### src/rtl/mix_column_seq_pkg.sv
// Shared AES types for the MixColumns sequencer: FSM states, 128-bit state type,
// and the FIPS-197 byte-index helper.
package mix_column_seq_pkg;

  typedef enum logic [1:0] {
    IDLE,
    FEED,
    FLUSH,
    OUT
  } mc_state_e;

  typedef logic [127:0] aes_state_t;

  // Byte n occupies [127-8n -: 8]; shifting left brings it to the top byte.
  function automatic logic [7:0] state_byte(input aes_state_t s, input logic [3:0] n);
    aes_state_t t;
    t = s << {n, 3'b000};
    return t[127:120];
  endfunction

endpackage

### src/rtl/mix_column_seq_fsm.sv
// Control for the byte-serial MixColumns sequencer: state register, byte
// counter k, handshake flags, datapath load strobe and column-capture strobes.
module mix_column_seq_fsm
  import mix_column_seq_pkg::*;
(
  input  logic       clk,
  input  logic       rst,
  input  logic       in_valid,
  input  logic       skip,
  input  logic       out_ready,
  output logic [3:0] k,
  output logic       in_ready,
  output logic       out_valid,
  output logic       busy,
  output logic       accept,
  output logic       mc_en,
  output logic       feed,
  output logic       capture,
  output logic [1:0] capture_col
);

  mc_state_e state;
  mc_state_e state_nxt;

  always_ff @(posedge clk) begin
    if (rst) begin
      state <= IDLE;
      k     <= '0;
    end else begin
      state <= state_nxt;
      if (state == FEED) begin
        k <= k + 4'd1;
      end else begin
        k <= '0;
      end
    end
  end

  always_comb begin
    state_nxt = state;
    unique case (state)
      IDLE:    if (in_valid) state_nxt = skip ? OUT : FEED;
      FEED:    if (k == 4'd15) state_nxt = FLUSH;
      FLUSH:   state_nxt = OUT;
      OUT:     if (out_ready) state_nxt = IDLE;
      default: state_nxt = IDLE;
    endcase
  end

  // Every output falls back to its idle value while rst is high.
  always_comb begin
    in_ready    = 1'b0;
    out_valid   = 1'b0;
    busy        = 1'b0;
    accept      = 1'b0;
    mc_en       = 1'b1;
    feed        = 1'b0;
    capture     = 1'b0;
    capture_col = k[3:2] - 2'd1;
    if (!rst) begin
      busy = (state != IDLE);
      unique case (state)
        IDLE: begin
          in_ready = 1'b1;
          accept   = in_valid;
        end
        FEED: begin
          feed    = 1'b1;
          mc_en   = (k[1:0] == 2'd0);
          capture = (k[1:0] == 2'd0) && (k != 4'd0);
        end
        FLUSH: begin
          capture     = 1'b1;
          capture_col = 2'd3;
        end
        OUT: begin
          out_valid = 1'b1;
        end
        default: ;
      endcase
    end
  end

endmodule

### src/rtl/mix_column_seq.sv
// Byte-serial MixColumns sequencer top: holds the input block, byte mux and
// result register. Optional final-round bypass via MIX_COLUMN_SEQ_BYPASS_EN.
module mix_column_seq
  import mix_column_seq_pkg::*;
(
  input  logic         clk,
  input  logic         rst,
  input  logic         in_valid,
  output logic         in_ready,
  input  logic [127:0] in_data,
  input  logic         in_encrypt,
`ifdef MIX_COLUMN_SEQ_BYPASS_EN
  input  logic         in_skip,
`endif
  output logic         out_valid,
  input  logic         out_ready,
  output logic [127:0] out_data,
  output logic         busy,
  output logic         mc_en,
  output logic         mc_encrypt,
  output logic [7:0]   mc_d_in,
  input  logic [7:0]   mc_d_out0,
  input  logic [7:0]   mc_d_out1,
  input  logic [7:0]   mc_d_out2,
  input  logic [7:0]   mc_d_out3
);

  logic       skip;
  logic [3:0] k;
  logic       accept;
  logic       feed;
  logic       capture;
  logic [1:0] capture_col;
  aes_state_t blk_q;
  aes_state_t out_q;
  logic       enc_q;
  logic [31:0] col_res;

`ifdef MIX_COLUMN_SEQ_BYPASS_EN
  assign skip = in_skip;
`else
  assign skip = 1'b0;
`endif

  mix_column_seq_fsm u_fsm (
    .clk         (clk),
    .rst         (rst),
    .in_valid    (in_valid),
    .skip        (skip),
    .out_ready   (out_ready),
    .k           (k),
    .in_ready    (in_ready),
    .out_valid   (out_valid),
    .busy        (busy),
    .accept      (accept),
    .mc_en       (mc_en),
    .feed        (feed),
    .capture     (capture),
    .capture_col (capture_col)
  );

  assign col_res = {mc_d_out0, mc_d_out1, mc_d_out2, mc_d_out3};

  // A skipped block is written straight into the result register at accept.
  always_ff @(posedge clk) begin
    if (rst) begin
      blk_q <= '0;
      enc_q <= 1'b1;
      out_q <= '0;
    end else begin
      if (accept) begin
        blk_q <= in_data;
        enc_q <= in_encrypt;
        if (skip) begin
          out_q <= in_data;
        end
      end
      if (capture) begin
        unique case (capture_col)
          2'd0: out_q[127:96] <= col_res;
          2'd1: out_q[95:64]  <= col_res;
          2'd2: out_q[63:32]  <= col_res;
          2'd3: out_q[31:0]   <= col_res;
          default: ;
        endcase
      end
    end
  end

  always_comb begin
    mc_d_in = '0;
    if (feed) begin
      mc_d_in = state_byte(blk_q, k);
    end
  end

  assign out_data   = out_q;
  assign mc_encrypt = enc_q;

endmodule

### config.mk
export PLATFORM = sky130hd
export DESIGN_NAME = mix_column_seq
export DESIGN_NICKNAME = d
export VERILOG_FILES = /design/src/rtl/mix_column_seq_pkg.sv /design/src/rtl/mix_column_seq_fsm.sv /design/src/rtl/mix_column_seq.sv
export SDC_FILE = /design/constraint.sdc
export NUM_CORES = 1
export LEC_CHECK = 0
export BUFFER_PORTS_ARGS = -buffer_cell sky130_fd_sc_hd__buf_2
export CAP_MARGIN = 20
export CORE_MARGIN = 4
export CORE_UTILIZATION = 30
export CTS_BUF_LIST = sky130_fd_sc_hd__clkbuf_2
export DETAILED_ROUTE_END_ITERATION = 10
export MAX_ROUTING_LAYER = met4
export PLACE_DENSITY = 0.6
export SYNTH_ARGS = -nofsm -noshare
export SYNTH_HDL_FRONTEND = slang
export SYNTH_SLANG_ARGS = --single-unit
### constraint.sdc
create_clock -name clk -period 3.6 [get_ports clk]
set_input_delay 0.36 -clock clk [delete_from_list [all_inputs] [get_ports clk]]
set_output_delay 0.36 -clock clk [all_outputs]
set_load 0.05 [all_outputs]
==> reports/metrics.yaml, run 1 <==
worst_setup_path:
  cp_data_required_time_ps: 3240
  max_stage_delay_ps: 560
  reg2reg_from: "u_fsm.k[0]$_SDFF_PP0_"
  worstPathCellList: "buf_4 > nor2b_1 > a22oi_1 > o211ai_1 > o31ai_1 > buf_2"
  cp_max_fo: 28
  slowest_stage: "nor2b_1"
  crit_path_end_kind: "primary output"
  crit_arrival_ps: 2910
  cp_top_family: "buffers and inverters"
  r2r-end: "out_data[127]$_SDFFE_PP0P_"
  reg2reg_slack_ps: 630
  crit_buf_inv: 2
  rr_worst_depth: 8
  critPathKind: "register to primary output"
  startpoint_type: "register"
synthesis:
  ys_seq_area_share_pct: 47.7
  netlist_area_um2: 11000
  synth_simple_gate_area_share_pct: 24.9
  synth_mux_area_share_pct: 9.26
  synth_top_family_by_area: "simple AND/OR/NAND/NOR gates"
  synthAdderAreaFrac_pct: 1.02
  synth_xor_xnor_area_share_pct: 0.159
  yosysWarnings: 0
  synth-seq-cells: 263
  syn_nets: 1413
  synthCells: 1239
  synth_compound_area_share_pct: 12.6
  yosysUniqueCellTypes: 36
  avgSynthCellArea_um2: 8.90
timing:
  final_max_slew_viol_count: 0
  tns_ps: 0
  setup_viol: 0
  max_freq_ghz: 0.305
  worst_clock_skew_ps: 44.5
  whs_ps: 228
  post-route-period-util_pct: 90.9
  fin_crit_ps: 3270
  rsz0062_at_grt: "no"
  hold_violations: 0
  worst_slew_pin_slew_ps: 967
  slew_headroom_pct: 35.5
  setup_ws_ps: 327
clock_tree:
  clk_pin_slew_ps: 100
  insertion_delay_ps: 870
  ctsHtreeMaxLevel: 3
  cts_buffers: 73
  clk_path_buf_depth: 3
  cts_sinks: 263
  cts_root_buf: "clkbuf_2"
  tritoncts: "done"
global_routing:
  grt_pass1_vias: 10700
  antenna_found_initial: 1
  grt_overflow: 0
  grt_max_degree: 99
  grt_pass1_wl_um: 56300
  grt_use_total_pct: 18.3
route:
  via_per_inst: 4.57
  antenna_left: 0
  drt_iter0_drc: 523
  firstDrtPassIters: 6
  vias: 10200
  drt_wl_total_um: 36500
  drc: 0
  routedWlPerCell_um: 16.4
pwr:
  power.total_mw: 7.46
  p_leak_nw: 6.40
  powerDensity_nw_per_um2: 489
  peakVddDrop_uv: 244
place:
  gp_congestion: 0.828
  post_dp_cell_area_um2: 12900
  dp_slack_ps: 993
  dp_cells: 1930
  hpwl_um: 24100
  io_buffers: 305
min_path:
  hold_end: "blk_q[22]$_SDFFE_PP0P_"
  hold_start: "in_data[22]"
  worstHoldPathType: "input pin to register"
  hold_path_depth: 4
floorplanning:
  core_area_um2: 35900
  initial_core_util_pct: 30.7
  rows: 69
  fp.dieH_um: 200
  ios: 306
  die_w_um: 200
  die-area_um2: 39900
final_layout:
  fin_util_pct: 42.4
  stdcell_count: 2227
  layout-drive-gt1-share_pct: 28.3
  layout_common_cells: "buf_2, dfxtp_1, nand2_1"
  final_common_cell: "buf_2"
  fin_nets: 1888
  area_growth_syn_to_layout_pct: 38.2
  stdcell_area_um2: 15200
status:
  outcome: "complete, no violations"
flow_run:
  maxCapViolCount: 0
==> layout make-up <==
type                       instances  area (µm²)
fill                            3569       20700
clock buffer                     114         571
inverter                           9        33.8
clock inverter                    11        68.8
multi-input combinational        876        5290
sequential                       263        5270
tap                              461         577
timing repair buffer             491        3420
antenna                            2        5.00
==> state kept, by name (all words and copies together), names as in the netlist <==
signal	flops
blk_q	128
mc_encrypt	1
u_fsm.k	4
out_data	128
u_fsm.state	2
==> where the power goes <==
group          internal (mW)  switching, mW
clock network          0.893           1.26
logic                  0.778          0.981
registers               3.29          0.261
==> worst max-delay path by stage <==
stage | to | start | slack, ps | depth (start not counted)
floorplan | mc_d_in[0] | u_fsm.k[0]$_SDFF_PP0_ | 540 | 6
global placement | out_data[31]$_SDFFE_PP0P_ | u_fsm.k[0]$_SDFF_PP0_ | 1030 | 7
detailed placement | out_data[16]$_SDFFE_PP0P_ | u_fsm.k[0]$_SDFF_PP0_ | 990 | 7
CTS | mc_d_in[3] | u_fsm.k[0]$_SDFF_PP0_ | 90 | 6
global route | mc_d_in[4] | u_fsm.state[1]$_SDFFE_PP0P_ | 40 | 7
finish | mc_d_in[3] | u_fsm.k[2]$_SDFF_PP0_ | 330 | 6
==> worst reg2reg max path: cells and delay by family (launching register included) <==
kind / cells / cell delay, ps
and+or+nand+nor: 2 / 440
AOI/OAI and AO/OA: 1 / 230
DFF: 1 / 490
buffers and inverters: 4 / 1500
adders and majority gates: 1 / 220
==> cell families after synthesis <==
family          after synthesis
buf+inv                     100
simple gates                529
mux                          77
flops                       263
compound gates              259
fa+ha+maj                     9
xor+xnor                      2
==> timing repair <==
item | in CTS | in global routing
setup endpoints to repair | 0 | 2
hold endpoints to repair | 261 | 0
hold buffers | 169 | 0
buffers inserted | 0 | 1
gates resized for setup | 0 | 1
==> metal layers <==
metal / vias to the layer above / share of wire (%) / track usage, %
li1: 5093 / - / -
met1: 4686 / 42 / 21.0
met2: 346 / 48 / 30.0
met3: 52 / 7.9 / 5.92
met4: 0 / 2.3 / 7.09
met5: - / 0 / -
==> cells in the mapped netlist <==
library cell | instances | area share (%)
mux2i_1 | 21 | 1.9
o21ai_0 | 215 | 9.8
o41ai_1 | 2 | 0.16
nand4bb_1 | 1 | 0.10
nor2b_1 | 36 | 2.0
ha_1 | 9 | 1.0
clkinv_1 | 1 | 0.034
inv_1 | 8 | 0.27
nand3_1 | 5 | 0.23
buf_4 | 13 | 0.88
dfxtp_1 | 263 | 48
a211oi_1 | 5 | 0.34
nor3b_4 | 1 | 0.17
o31ai_1 | 6 | 0.41
nand2_1 | 231 | 7.9
o211ai_1 | 5 | 0.34
mux4_2 | 16 | 3.3
nor4_4 | 3 | 0.58
and2_1 | 6 | 0.34
xnor2_1 | 2 | 0.16
a22o_1 | 2 | 0.16
buf_6 | 4 | 0.41
nor4bb_1 | 1 | 0.091
mux2_2 | 39 | 4.0
a21oi_1 | 1 | 0.045
o22ai_1 | 4 | 0.23
buf_1 | 3 | 0.10
buf_2 | 22 | 1.0
nor2_1 | 18 | 0.61
mux2_1 | 1 | 0.10
o2111ai_1 | 3 | 0.24
o21ai_1 | 10 | 0.45
nand2b_1 | 227 | 13
a222oi_1 | 1 | 0.091
clkbuf_1 | 49 | 1.7
a22oi_1 | 5 | 0.34
(Power assumes the default switching activity.)
==> inputs of run 2 (changes only) <==
--- a/constraint.sdc
+++ b/constraint.sdc
@@ -3,2 +3,2 @@
 set_output_delay 0.36 -clock clk [all_outputs]
-set_load 0.05 [all_outputs]
+set_load 0.02 [all_outputs]
==> run 2 against run 1 <==
Cell count grew 2.7%; flip-flop and latch count unchanged; via count is 2.6% higher; critical path type unchanged; critical endpoint is now mc_d_in[1]; largest power group unchanged.
==> reports/metrics.yaml, run 2 (synthesis gave the netlist of run 1 again) <==
final_layout:
  seq_area_um2: 5270
  final_common_cell: "buf_2"
  fin_util_pct: 44.1
  fin_nets: 1951
  multi_input_comb_area_um2: 5290
  stdcell_count: 2287
  fillers: 3522
  area_growth_syn_to_layout_pct: 43.7
  layout-drive-gt1-share_pct: 27.2
  layout_common_cells: "buf_2, dfxtp_1, dlygate4sd3_1"
pwr:
  p_leak_nw: 6.79
  peakVddDrop_uv: 313
  power.total_mw: 7.53
  powerDensity_nw_per_um2: 475
  swShare_pct: 32.0
  p_clk_share_pct: 28.4
  p_comb_share_pct: 24.8
  p_switching_mw: 2.41
  seq_power_share_pct: 46.9
  p_int_mw: 5.12
route:
  drt_wl_total_um: 36900
  routedWlPerCell_um: 16.1
  vias: 10400
  drt_iter0_drc: 502
  via_per_inst: 4.57
  firstDrtPassIters: 4
  drc: 0
  antenna_left: 0
flow_run:
  maxCapViolCount: 0
global_routing:
  grt_overflow: 0
  antenna_found_initial: 1
  grt_max_degree: 104
  grt_pass1_vias: 11000
  grt_pass1_wl_um: 57000
  grt_use_total_pct: 18.5
status:
  outcome: "complete, no violations"
floorplanning:
  die-area_um2: 39900
  initial_core_util_pct: 30.7
  rows: 69
  ios: 306
  core_area_um2: 35900
  die_w_um: 200
  fp.dieH_um: 200
clock_tree:
  cts_buffers: 73
  insertion_delay_ps: 900
  tritoncts: "done"
  cts_root_buf: "clkbuf_2"
  ctsHtreeMaxLevel: 3
  clk_path_buf_depth: 3
  cts_sinks: 263
  clk_pin_slew_ps: 100
place:
  dp_cells: 1928
  gp_congestion: 0.842
  hpwl_um: 23500
  io_buffers: 305
timing:
  fin_crit_ps: 3310
  final_max_slew_viol_count: 0
  max_freq_ghz: 0.302
  slew_headroom_pct: 41.7
  setup_viol: 0
  hold_violations: 0
  worst_slew_pin_slew_ps: 875
  post-route-period-util_pct: 91.8
  worst_clock_skew_ps: 84.7
  tns_ps: 0
  rsz0062_at_grt: "no"
worst_setup_path:
  cp_max_fo: 8
  cp_data_required_time_ps: 3240
  startpoint_type: "register"
  slowest_stage: "nor2_1"
  worstPathCellList: "inv_1 > ha_1 > nand2b_1 > nor2_1 > o211ai_1 > o41ai_1 > buf_2"
  crit_path_end_kind: "primary output"
  critPathKind: "register to primary output"
  crit_arrival_ps: 2950
  max_stage_delay_ps: 540
min_path:
  worstHoldPathType: "input pin to register"
run 2: power by group through the flow:
stage | clock network, mW | logic, mW | registers [mW]
6_report | 2.14 | 1.87 | 3.53
5_1_grt | 2.39 | 2.05 | 3.57
4_1_cts | 2.23 | 1.82 | 3.55
3_5_place_dp | 0 | 1.41 | 3.61
3_3_place_gp | 0 | 1.39 | 3.60
2_1_floorplan | 0 | 1.00 | 3.54
run 2: final timing paths:
path,start,end,slack [ps],cells past startpoint
worst min register to register,out_data[126]$_SDFFE_PP0P_,out_data[126]$_SDFFE_PP0P_,470,2
worst max-delay path,u_fsm.state[1]$_SDFFE_PP0P_,mc_d_in[1],290,7
worst max register to register,u_fsm.state[0]$_SDFFE_PP0P_,blk_q[45]$_SDFFE_PP0P_,870,8
worst min-delay path,in_valid,blk_q[89]$_SDFFE_PP0P_,150,4
run 2: per-layer routing:
layer | up-vias | routed length, µm | GRT usage [%]
met1 | 4771 | 15500 | 21.6
met3 | 73 | 3030 | 6.08
met5 | - | 0 | -
met2 | 394 | 17300 | 29.6
li1 | 5203 | - | -
met4 | 0 | 1060 | 7.35
run 2: layout make-up:
class,count,share of cell area [%]
clock buffer,109,3.44
sequential,263,33.2
multi-input combinational,876,33.4
tap,461,3.64
timing repair buffer,554,25.5
antenna,1,0.0158
inverter,9,0.213
clock inverter,14,0.529
run 2: critical path: cells and delay by family, from the launching register on:
family	cells	cell delay (ps)
compound gates	2	420
fa+ha+maj	1	240
flops	1	350
simple gates	2	680
buf+inv	2	370
run 2: per-stage QoR:
| stage | area (µm²) | hold WS (ps) | setup WS, ps |
|---|---|---|---|
| 3_3_place_gp | 12900 | 452 | 1040 |
| 6_report | 15800 | 153 | 294 |
| 3_5_place_dp | 12900 | 451 | 995 |
| 5_1_grt | 15800 | 89.5 | 49.0 |
| 4_1_cts | 15800 | 24.2 | 48.6 |
| 2_1_floorplan | 11000 | 445 | 1370 |
run 2: repair_timing:
action                     4_1_cts  5_1_grt
setup endpoints to repair        4        2
hold buffers                   234        0
gates cloned                     0        0
resized for setup                2        0
hold endpoints to repair       263        0
setup buffers                    0        1
